<file path="src/rtl/sim_pkg.sv">
// Shared types and default snoop addresses for the simulation supervisor.
package sim_pkg;

    typedef enum logic [1:0] {
        SUP_RESET,
        SUP_RUN,
        SUP_DONE
    } sup_state_t;

    localparam logic [15:0] DEF_EXIT_ADDR = 16'hFFFF;
    localparam logic [15:0] DEF_CONS_ADDR = 16'hFFFE;

endpackage

</file>
<file path="src/rtl/sim_cons_fifo.sv">
// 8-bit synchronous console FIFO; pointers carry one extra wrap bit.
// A push while full is taken only when a pop frees the head slot in the same cycle.
module sim_cons_fifo #(
    parameter int DEPTH = 8
) (
    input  logic       clk,
    input  logic       rst_n,
    input  logic       i_push,
    input  logic [7:0] i_din,
    output logic       o_full,
    input  logic       i_pop,
    output logic [7:0] o_dout,
    output logic       o_empty
);
    localparam int AW = $clog2(DEPTH);

    logic [AW:0] r_wptr;
    logic [AW:0] r_rptr;
    logic [7:0]  r_mem [DEPTH];
    logic        w_pop_ok;
    logic        w_push_ok;

    assign o_empty   = (r_wptr == r_rptr);
    assign o_full    = (r_wptr[AW] != r_rptr[AW]) && (r_wptr[AW-1:0] == r_rptr[AW-1:0]);
    assign w_pop_ok  = i_pop && !o_empty;
    assign w_push_ok = i_push && (!o_full || w_pop_ok);
    assign o_dout    = r_mem[r_rptr[AW-1:0]];

    always_ff @(posedge clk or negedge rst_n) begin
        if (!rst_n) begin
            r_wptr <= '0;
            r_rptr <= '0;
        end else begin
            if (w_push_ok) r_wptr <= r_wptr + 1'b1;
            if (w_pop_ok)  r_rptr <= r_rptr + 1'b1;
        end
    end

    always_ff @(posedge clk) begin
        if (w_push_ok) r_mem[r_wptr[AW-1:0]] <= i_din;
    end

endmodule

</file>
<file path="src/rtl/sim_supervisor.sv">
// Simulation supervisor: cpu reset sequencer, cycle budget, exit/console write snooping.
// Define SIM_TRACE_EN to echo console bytes, print the verdict and $finish once drained.
module sim_supervisor
    import sim_pkg::*;
#(
    parameter int                AWIDTH       = 16,
    parameter int                DWIDTH       = 16,
    parameter int                TBITS        = 16,
    parameter int                RESET_CYCLES = 4,
    parameter logic [AWIDTH-1:0] EXIT_ADDR    = AWIDTH'(DEF_EXIT_ADDR),
    parameter logic [AWIDTH-1:0] CONS_ADDR    = AWIDTH'(DEF_CONS_ADDR),
    parameter int                CONS_DEPTH   = 8
) (
    input  logic              clk,
    input  logic              rst_n,
    output logic              cpu_rst_n_o,
    input  logic [AWIDTH-1:0] mem_waddr_i,
    input  logic [DWIDTH-1:0] mem_wdata_i,
    input  logic              mem_wr_i,
    output logic              done_o,
    output logic              pass_o,
    output logic              timeout_o,
    output logic [DWIDTH-1:0] exit_code_o,
    output logic [TBITS-1:0]  cycles_o,
    output logic              cons_valid_o,
    output logic [7:0]        cons_data_o,
    input  logic              cons_ready_i,
    output logic [7:0]        cons_drops_o
);
    localparam int SEQW = (RESET_CYCLES > 1) ? $clog2(RESET_CYCLES) : 1;

    sup_state_t        r_state, w_next;
    logic [SEQW-1:0]   r_seq;
    logic              r_cpu_rst_n;
    logic              r_done, r_pass, r_timeout;
    logic [DWIDTH-1:0] r_exit_code;
    logic [TBITS-1:0]  r_cycles;
    logic [7:0]        r_drops;

    logic w_seq_done, w_cyc_max, w_exit_wr, w_cons_wr;
    logic w_full, w_empty, w_pop, w_drop;
    logic [7:0] w_cons_data;

    assign w_seq_done = (r_seq == SEQW'(RESET_CYCLES - 1));
    assign w_cyc_max  = &r_cycles;
    assign w_exit_wr  = mem_wr_i && (mem_waddr_i == EXIT_ADDR) && (r_state == SUP_RUN);
    assign w_cons_wr  = mem_wr_i && (mem_waddr_i == CONS_ADDR) && (r_state == SUP_RUN);
    assign w_pop      = !w_empty && cons_ready_i && (r_state != SUP_RESET);
    assign w_drop     = w_cons_wr && w_full && !w_pop;

    always_ff @(posedge clk or negedge rst_n) begin
        if (!rst_n) r_state <= SUP_RESET;
        else        r_state <= w_next;
    end

    always_comb begin
        w_next = r_state;
        case (r_state)
            SUP_RESET: if (w_seq_done) w_next = SUP_RUN;
            SUP_RUN:   if (w_exit_wr || w_cyc_max) w_next = SUP_DONE;
            default:   w_next = SUP_DONE;
        endcase
    end

    // Dedicated flop keeps the cpu reset glitch-free instead of decoding r_state.
    always_ff @(posedge clk or negedge rst_n) begin
        if (!rst_n) begin
            r_seq       <= '0;
            r_cpu_rst_n <= 1'b0;
        end else if (r_state == SUP_RESET) begin
            if (w_seq_done) r_cpu_rst_n <= 1'b1;
            else            r_seq <= r_seq + 1'b1;
        end
    end

    // Counter holds at all-ones so a same-cycle exit write reports the saturated count.
    always_ff @(posedge clk or negedge rst_n) begin
        if (!rst_n) begin
            r_cycles    <= '0;
            r_done      <= 1'b0;
            r_pass      <= 1'b0;
            r_timeout   <= 1'b0;
            r_exit_code <= '0;
        end else if (r_state == SUP_RUN) begin
            if (!w_cyc_max) r_cycles <= r_cycles + 1'b1;
            if (w_exit_wr) begin
                r_done      <= 1'b1;
                r_exit_code <= mem_wdata_i;
                r_pass      <= (mem_wdata_i == '0);
            end else if (w_cyc_max) begin
                r_done    <= 1'b1;
                r_timeout <= 1'b1;
            end
        end
    end

    always_ff @(posedge clk or negedge rst_n) begin
        if (!rst_n)                          r_drops <= '0;
        else if (w_drop && r_drops != 8'hFF) r_drops <= r_drops + 1'b1;
    end

    sim_cons_fifo #(.DEPTH(CONS_DEPTH)) u_cons_fifo (
        .clk     (clk),
        .rst_n   (rst_n),
        .i_push  (w_cons_wr),
        .i_din   (mem_wdata_i[7:0]),
        .o_full  (w_full),
        .i_pop   (w_pop),
        .o_dout  (w_cons_data),
        .o_empty (w_empty)
    );

    assign cpu_rst_n_o  = r_cpu_rst_n;
    assign done_o       = r_done;
    assign pass_o       = r_pass;
    assign timeout_o    = r_timeout;
    assign exit_code_o  = r_exit_code;
    assign cycles_o     = r_cycles;
    assign cons_valid_o = !w_empty && (r_state != SUP_RESET);
    assign cons_data_o  = w_cons_data;
    assign cons_drops_o = r_drops;

`ifdef SIM_TRACE_EN
    logic r_fin_pend;

    always_ff @(posedge clk or negedge rst_n) begin
        if (!rst_n) begin
            r_fin_pend <= 1'b0;
        end else begin
            if (w_pop) $write("%c", w_cons_data);
            if (r_state == SUP_DONE && !r_fin_pend) begin
                r_fin_pend <= 1'b1;
                if (r_timeout)   $display("TIMEOUT cycles=%0d", r_cycles);
                else if (r_pass) $display("PASS cycles=%0d", r_cycles);
                else             $display("FAIL code=%h cycles=%0d", r_exit_code, r_cycles);
            end
            if (r_fin_pend && w_empty) $finish;
        end
    end
`endif

endmodule
</file>
<file path="config.mk">
export PLATFORM = sky130hd
export DESIGN_NAME = sim_supervisor
export DESIGN_NICKNAME = d
export VERILOG_FILES = /design/src/rtl/sim_pkg.sv /design/src/rtl/sim_cons_fifo.sv /design/src/rtl/sim_supervisor.sv
export SDC_FILE = /design/constraint.sdc
export NUM_CORES = 1
export LEC_CHECK = 0
export ABC_CLOCK_PERIOD_IN_PS = 3200
export CAP_MARGIN = 5
export CORE_MARGIN = 2
export CORE_UTILIZATION = 37
export CTS_BUF_LIST = sky130_fd_sc_hd__clkbuf_8
export DETAILED_ROUTE_END_ITERATION = 8
export PLACE_DENSITY_LB_ADDON = 0.12
export SLEW_MARGIN = 25
export SYNTH_ARGS = -nofsm -noshare
export SYNTH_HDL_FRONTEND = slang
export SYNTH_HIERARCHICAL = 1
export SYNTH_SLANG_ARGS = --single-unit
export TNS_END_PERCENT = 10
</file>
<file path="constraint.sdc">
create_clock -name clk -period 3.2 [get_ports clk]
set_input_delay 0.48 -clock clk [delete_from_list [all_inputs] [get_ports clk]]
set_output_delay 0.48 -clock clk [all_outputs]
set_load 0.05 [all_outputs]
</file>
# == Word level (Yosys, flattened, before mapping) ==
# Memory sizes are Yosys's and may differ from the RTL's.
# Cells that the tools add are included.
# totals
register_bits,56
latchBits,0
ram_bits,64
mem_bits_ro,0
input_bits,36
out_inout_bits,53
word_cells,67
mem_count,1
# op_classes
n_addsub,5
mul,0
n_div,0
n_lt_le_gt_ge,0
eq_ne,10
n_shift,0
muxes,7
bitwise_logic,3
n_reduce_logical,30
# memory_table
memory,words,width,read_ports,rd_clocked_by_memory_dff,write_ports,line,text
u_cons_fifo.r_mem,8,8,1,0,1,sim_cons_fifo.sv:19,logic [7:0] r_mem [DEPTH];
# ops
op,count
== test 16 bit (second input constant),2
AND reduction 18 bit,1
adder 16 x 1 -> 16 bit (second input constant),1
logical NOT 16 bit,1
AND reduction 16 bit,1
logical AND 1 bit,13
AND reduction 2 bit,6
adder 4 x 1 -> 4 bit (second input constant),2
adder 8 x 1 -> 8 bit (second input constant),1
!= test 8 bit (second input constant),1
== test 4 bit,1
2-to-1 mux 1 bit,4
2-to-1 mux 2 bit,2
!= test 2 bit (second input constant),2
one-hot mux 2 bit (2 select lines),1
nonzero test 2 bit,2
== test 3 bit,1
logical NOT 1 bit,3
NOT 1 bit,3
adder 2 x 1 -> 2 bit (second input constant),1
== test 2 x 1 -> 1 bit (second input constant),1
== test 2 bit (second input constant),1
logical NOT 2 bit,1
logical OR 1 bit,2
!= test 1 bit,1

# == Longest topological paths before layout ==
# Gate-level depths: netlist of run 1.
# logic_depth
word_depth,9
mapped_depth,12
mapped_depth_nobuf,9

# == Hierarchy ==
# The synthesis of run 1 kept the hierarchy.
# modules_own_cells
mod,n_inst,cells_each,area_each_um2,seq_area_each_um2
sim_cons_fifo,1,152,2955.3,2122.0
sim_supervisor,1,187,2304.7,1201.2

# == Worst setup path before layout of run 1 ==
# OpenSTA, ideal clock, no wires.
# synth_path
path_type,register -> register
start,reg u_cons_fifo.r_rptr[0]
end,"mem u_cons_fifo.r_mem[1][0], enable pin"
setup_time_ps,395
arrival_time_ps,2637
required_time_ps,2805
slack_ps,168
path_stages_with_launch,11
path_buffers,3
period_less_slack_ps,3032
cell_sequence,dfrtp_1 -> buf_6 -> xnor2_2 -> nand3_2 -> buf_6 -> nor2_1 -> o21ba_4 -> and2_1 -> clkbuf_1 -> nor3_1 -> nor4_1
# synth_via
elab_chain_cells,9
elab_cells_between_ends,12
classes_between,eq/ne (2); mux (2); reduce/logical (8)
# synth_rtl
element,line,text
start: declaration,sim_cons_fifo.sv:18,logic [AW:0] r_rptr;
start signal: assignment,sim_cons_fifo.sv:35,if (w_pop_ok) r_rptr <= r_rptr + 1'b1;
== test 4 bit,sim_cons_fifo.sv:23,assign o_empty = (r_wptr == r_rptr);
named net w_empty,sim_supervisor.sv:41,"logic w_full, w_empty, w_pop, w_drop;"
logical NOT 1 bit,sim_supervisor.sv:48,assign w_pop = !w_empty && cons_ready_i && (r_state != SUP_RESET);
logical AND 1 bit (2 in a row),sim_supervisor.sv:48,
named net w_pop,sim_supervisor.sv:41,
logical AND 1 bit,sim_cons_fifo.sv:25,assign w_pop_ok = i_pop && !o_empty;
logical OR 1 bit,sim_cons_fifo.sv:26,assign w_push_ok = i_push && (!o_full || w_pop_ok);
logical AND 1 bit,sim_cons_fifo.sv:26,
2-to-1 mux 1 bit,sim_cons_fifo.sv:40,if (w_push_ok) r_mem[r_wptr[AW-1:0]] <= i_din;
2-to-1 mux 1 bit (not written as such),sim_cons_fifo.sv:40,
end: declaration,sim_cons_fifo.sv:19,
# The timed path passes the listed nets, and every way through them passes these cells.

# == Worst setup path in the final report of run 1 ==
# layout_path
start,reg u_cons_fifo.r_rptr[0]
end,out cons_data_o[5]
# layout_via
elab_chain_cells,1
# layout_rtl
element,line,text
memory read (8 x 8 bit),--,
end: declaration,sim_supervisor.sv:26,"output logic [7:0] cons_data_o,"
# Every way passes these cells.

==> results of run 1 <==
==> layout make-up <==
| class | instances | area (um^2) |
|---|---|---|
| Fill cell | 1267 | 7160 |
| Tap cell | 180 | 225 |
| Timing Repair Buffer | 104 | 973 |
| Inverter | 5 | 18.8 |
| Clock buffer | 17 | 234 |
| Clock inverter | 15 | 101 |
| Sequential cell | 120 | 3320 |
| Multi-Input combinational cell | 202 | 1840 |
==> layout by cell type, fill, tap and decap left out, types with 3 or more instances in the layout <==
cell	instances
and3_1	3
edfxtp_1	64
ha_1	5
nor3b_1	3
dfrtp_1	56
nand3_1	10
nand2b_1	5
inv_1	10
mux4_2	16
clkinv_1	3
clkinvlp_4	3
nor3_1	10
clkdlybuf4s50_1	78
xnor2_1	11
clkbuf_8	17
mux2_2	31
nand2_1	14
nor2_1	12
nand4_1	13
buf_4	25
nor4_1	11
xor2_1	15
==> final timing paths <==
check                                                    end  depth (start not counted)  slack (ns)
max                                           cons_data_o[5]                          4        0.47
min                              cons_drops_o[2]$_DFFE_PN0P_                          1        0.13
max reg2reg                u_cons_fifo/r_mem[0][7]$_DFFE_PP_                          8        0.56
min reg2reg                               done_o$_DFFE_PN0P_                          1        0.47
max in group asynchronous           cycles_o[15]$_DFFE_PN0P_                          2        2.38
min in group clk                          done_o$_DFFE_PN0P_                          1        0.47
==> state kept, by name (all words and copies together), names as in the netlist <==
register and flops:
u_cons_fifo/r_mem 64, cycles_o 16, exit_code_o 16, cons_drops_o 8, u_cons_fifo/r_rptr 4, u_cons_fifo/r_wptr 4
r_seq 2, r_state 2, cpu_rst_n_o 1, done_o 1, pass_o 1, timeout_o 1
==> synthesized netlist by cell type (3+ instances only) <==
library cell  count
clkbuf_1          4
ha_1              5
edfxtp_1         64
nand2b_1          5
nand4_1          13
nor2_1           12
dfrtp_1          56
nand3_1          10
mux2_2           31
nor3_1           10
buf_2             4
xnor2_1          11
mux4_2           16
xor2_1           15
nand2_1          14
nor4_1           11
nor3b_1           3
buf_6             3
and3_1            3
inv_1             5
==> worst max-delay path, stage by stage (launching register included) <==
cell     delay [ns]
dfrtp_1        0.39
buf_4          0.37
mux4_2         0.60
mux2_2         0.28
buf_4          0.19
==> layer usage <==
layer	up-vias	part of all wire, %	global-route usage [%]
met2	63	47	23.1
met5	-	0	0
met1	1623	47	22.0
met3	13	4.1	4.66
li1	1544	-	-
met4	0	1.4	6.39
==> through the flow <==
stage,cells,instance area [um^2],util [%]
2_1_floorplan,339,5260,-
3_3_place_gp,611,6380,46.0
3_5_place_dp,611,6380,46.0
4_1_cts,643,6720,48.4
5_1_grt,643,6720,48.4
6_report,643,6720,48.4
==> logic make-up (layout without fill, tap and decap cells) <==
kind of cell / after synthesis / in the layout / share of synthesized area [%]
and+or+nand+nor: 101 / 101 / 11.9
DFF: 120 / 120 / 63.2
buffers and inverters: 17 / 141 / 1.81
xor gates and xnor gates: 27 / 27 / 4.64
AOI/OAI and AO/OA: 20 / 20 / 3.38
muxes: 49 / 49 / 13.9
adders and majority gates: 5 / 5 / 1.19
==> power by group <==
group	switching, uW	internal [uW]
clock network	577	586
registers	70.9	1680
logic	275	169
total	923	2440
==> results.yml, run 1 <==
run_status:
  status: "complete, no violations"
timing:
  period_minus_slack_ns: 2.73
  slew_viol_final: 0
  finalHoldViolCount: 0
  fin_crit_sh_pct: 85.3
  tightest_slew_ns: 0.802
  max_freq_mhz: 366
  finalSetupViolCount: 0
  fin_skew_ns: 0.00878
  slew_headroom_pct: 46.5
  setup_tns_ns: 0
  setup_ws_ns: 0.470
  timing.hold.ws_ns: 0.130
  rsz0062_at_grt: "false"
logic_synthesis:
  syn_area_per_cell_um2: 15.5
  synth_flop_cell: "edfxtp_1"
  netlist-cell-type-count: 54
  ys.warnings.count: 6
  synthArstFlopShare_pct: 46.7
  ys_ff_latch: 120
  syn-instance-count: 339
  synth_seq_area_share_pct: 63.2
  synth-edff-count: 64
  syn_nets: 380
  synth_top_area_share_pct: 36.5
  yosysTopAreaCell: "edfxtp_1"
  synth.area.top_cells: "edfxtp_1 37%, dfrtp_1 27%, mux4_2 6.9%"
  syn_area_um2: 5260
critical_path:
  critical_path_class: "flip-flop to primary output"
  r2r_start: "u_cons_fifo/r_wptr[1]$_DFFE_PN0P_"
  crit_path_start: "u_cons_fifo/r_rptr[0]$_DFFE_PN0P_"
  worst_ep_required_time_ns: 2.72
  worst_ep_arrival_time_ns: 2.25
  start_kind: "flip-flop"
  critPathMaxFanout: 19
  worstSetupEndpointType: "primary output"
clocking:
  clk_path_buf_depth: 2
  holdBufCountCts: 0
  ctsHtreeMaxLevel: 4
  cts_tree: "built"
  clk_latency_ns: 0.43
  cts_root_buf: "clkbuf_8"
  cts_buffers: 17
  cts_setup_buffers: 0
  clk_transition_reported_paths_ns: 0.07
  cts_sinks: 120
  post_cts_resized: 0
routing:
  vias_per_cell: 5.04
  routedWlPerCell_um: 17.4
  vias: 3243
  drc: 0
  ant_nets: 0
  drtIter0Drc: 199
  drt-total-wl_mm: 11.2
  first_pass_iters: 6
final_layout:
  syn2layout_area_growth_pct: 27.7
  diodes: 0
  layout-drive-gt1-share_pct: 24.4
  nNetsFinal: 491
grt:
  grt_usage_pct: 15.8
  first_global_vias: 3296
  grt_max_degree: 36
  overflow: 0
  grt_pass1_wl_mm: 17.6
  antenna_found_initial: 0
floorplanning:
  start_util_pct: 37.9
  core-area_um2: 13900
  die_area_um2: 15200
  die_w_um: 123
  ioPinCount: 89
  die_y_um: 123
  rows: 43
place:
  place_hpwl_mm: 7.64
  routabilityCongestion: 0.746
  preCtsSetupSlack_ns: 0.338
  portBuffers: 88
worst_hold_path:
  hp-class: "primary input to asynchronous set/reset pin"
power:
  ir_drop_uv: 302
  power.total_uw: 3360
  p_per_area_nw_per_um2: 500
  p_leak_uw: 0.00262
flow_run:
  cap_violations: 0
(Power assumes the default switching activity.)
==> inputs of run 2 (changes only) <==
--- a/config.mk
+++ b/config.mk
@@ -10,6 +10,7 @@
 export CORE_MARGIN = 2
 export CORE_UTILIZATION = 37
 export CTS_BUF_LIST = sky130_fd_sc_hd__clkbuf_8
+export CTS_CLUSTER_DIAMETER = 150
 export DETAILED_ROUTE_END_ITERATION = 8
 export PLACE_DENSITY_LB_ADDON = 0.12
 export SLEW_MARGIN = 25
==> results of run 2 <==
The final DEF is identical to that of run 1; final timing and power are the same.
==> inputs of run 3 (changes only) <==
--- a/config.mk
+++ b/config.mk
@@ -5,7 +5,7 @@
 export SDC_FILE = /design/constraint.sdc
 export NUM_CORES = 1
 export LEC_CHECK = 0
-export ABC_CLOCK_PERIOD_IN_PS = 3200
+export ABC_CLOCK_PERIOD_IN_PS = 2900
 export CAP_MARGIN = 5
 export CORE_MARGIN = 2
 export CORE_UTILIZATION = 37
==> constraint.sdc (replaced) <==
create_clock -name clk -period 2.9 [get_ports clk]
set_input_delay 0.435 -clock clk [delete_from_list [all_inputs] [get_ports clk]]
set_output_delay 0.435 -clock clk [all_outputs]
set_load 0.05 [all_outputs]
==> results.yml, run 3 (same netlist as run 1, synthesis figures left out) <==
place:
  portBuffers: 88
  routabilityCongestion: 0.739
  place_hpwl_mm: 7.53
grt:
  grt_pass1_wl_mm: 17.8
  antenna_found_initial: 0
  overflow: 0
  first_global_vias: 3367
  grt_usage_pct: 15.9
  grt_max_degree: 37
final_layout:
  largest_register_ffs: 64
  final_cell_mix: "78 x clkdlybuf4s50_1, 64 x edfxtp_1, 56 x dfrtp_1"
  layout-drive-gt1-share_pct: 25.6
  diodes: 0
  final_common_cell: "clkdlybuf4s50_1"
  syn2layout_area_growth_pct: 28.2
  nNetsFinal: 492
flow_run:
  cap_violations: 0
floorplanning:
  die_w_um: 123
  die_area_um2: 15200
  core-area_um2: 13900
  ioPinCount: 89
  start_util_pct: 37.9
  die_y_um: 123
  rows: 43
critical_path:
  r2r_setup_slack_ns: 0.49
  crit_chain: "buf_4 > mux4_2 > mux2_2 > buf_4"
  worst_ep_arrival_time_ns: 2.26
  crit_path_frequent_cell: "buf_4"
  slowest_stage: "mux4_2"
  critical_path_class: "flip-flop to primary output"
  critPathMaxFanout: 19
  worstSetupEndpointType: "primary output"
  start_kind: "flip-flop"
  worst_ep_required_time_ns: 2.47
  slowest_delay_ns: 0.59
clocking:
  post_cts_resized: 0
  cts_sinks: 120
  holdBufCountCts: 1
  cts_buffers: 17
  clk_transition_reported_paths_ns: 0.07
  ctsHtreeMaxLevel: 4
  clk_latency_ns: 0.44
  clk_path_buf_depth: 2
  cts_tree: "built"
  cts_setup_buffers: 0
  cts_root_buf: "clkbuf_8"
worst_hold_path:
  hp-class: "flip-flop to flip-flop"
power:
  p_per_area_nw_per_um2: 548
  ir_drop_uv: 590
  p_leak_uw: 0.00262
routing:
  ant_nets: 0
  vias: 3248
  drc: 0
  drt-total-wl_mm: 11.0
  routedWlPerCell_um: 17.1
  first_pass_iters: 4
  drtIter0Drc: 215
  vias_per_cell: 5.04
timing:
  fin_skew_ns: 0.0143
  finalSetupViolCount: 0
  slew_viol_final: 0
  finalHoldViolCount: 0
  max_freq_mhz: 371
  slew_headroom_pct: 58.6
  setup_tns_ns: 0
  timing.hold.ws_ns: 0.456
  period_minus_slack_ns: 2.70
  tightest_slew_ns: 0.616
  fin_crit_sh_pct: 93.0
  rsz0062_at_grt: "false"
run_status:
  status: "complete, no violations"
## run 3: changes by cell type in the layout (fill, tap and decap cells not counted)
| cell | change |
|---|---|
| clkinv_1 | -2 |
| dlygate4sd3_1 | +1 |
| clkbuf_8 | +1 |
| nor4_1 | -1 |
| nor4_2 | +1 |
| inv_6 | +1 |
| clkinv_2 | +2 |
| clkinvlp_4 | +2 |
| buf_12 | +1 |
| inv_1 | -3 |
| buf_4 | -1 |
| bufinv_16 | -1 |
## run 3: worst paths after layout
| check | cells past startpoint | to | startpoint |
|---|---|---|---|
| setup / recovery | 4 | cons_data_o[5] | u_cons_fifo/r_rptr[0]$_DFFE_PN0P_ |
| hold / removal | 1 | done_o$_DFFE_PN0P_ | done_o$_DFFE_PN0P_ |
| setup reg to reg | 8 | cons_drops_o[7]$_DFFE_PN0P_ | u_cons_fifo/r_wptr[2]$_DFFE_PN0P_ |
| hold reg to reg | 1 | done_o$_DFFE_PN0P_ | done_o$_DFFE_PN0P_ |
| max in group asynchronous | 3 | u_cons_fifo/r_wptr[2]$_DFFE_PN0P_ | rst_n |
| min in group asynchronous | 2 | cycles_o[0]$_DFFE_PN0P_ | rst_n |
## run 3: layout make-up
| cell class | count | area, um^2 |
|---|---|---|
| Fill cell | 1240 | 7140 |
| Timing Repair Buffer | 105 | 996 |
| Sequential cell | 120 | 3320 |
| Clock inverter | 14 | 86.3 |
| Inverter | 5 | 18.8 |
| Multi-Input combinational cell | 202 | 1850 |
| Clock buffer | 18 | 248 |
| Tap cell | 180 | 225 |
## run 3: report_power, final
group | internal, uW | leakage [uW] | switching, uW
registers | 1850 | 0.00133 | 78.5
logic | 187 | 0.00112 | 302
clock network | 598 | 0.000167 | 679
## run 3: metrics by stage
stage | power, uW | instances | worst slack [ns] | cell area [um^2] | util (%)
final | 3700 | 644 | 0.203 | 6750 | 48.6
after global routing | 3890 | 644 | 0.0762 | 6750 | 48.6
after CTS | 3760 | 644 | 0.133 | 6750 | 48.6
after detailed placement | 2460 | 611 | 0.383 | 6400 | 46.1
after global placement | 2450 | 611 | 0.424 | 6400 | 46.1
after floorplan | 2240 | 339 | 0.0303 | 5270 | -
## run 3: worst max-delay path, delay by kind of cell (launching register included)
kind     cells  cell delay (ns)
mux          2             0.87
flops        1             0.39
buf+inv      2             0.55
## run 3: layer usage
layer  share of wire (%)  up-vias  track usage, %  wire length [um]
met5                   0        -               0                 0
met4                 1.2        0            5.33               127
met3                 4.5       13            5.49               501
met2                  45       67            23.3              5020
met1                  49     1625            22.1              5380
li1                    -     1543               -                 -
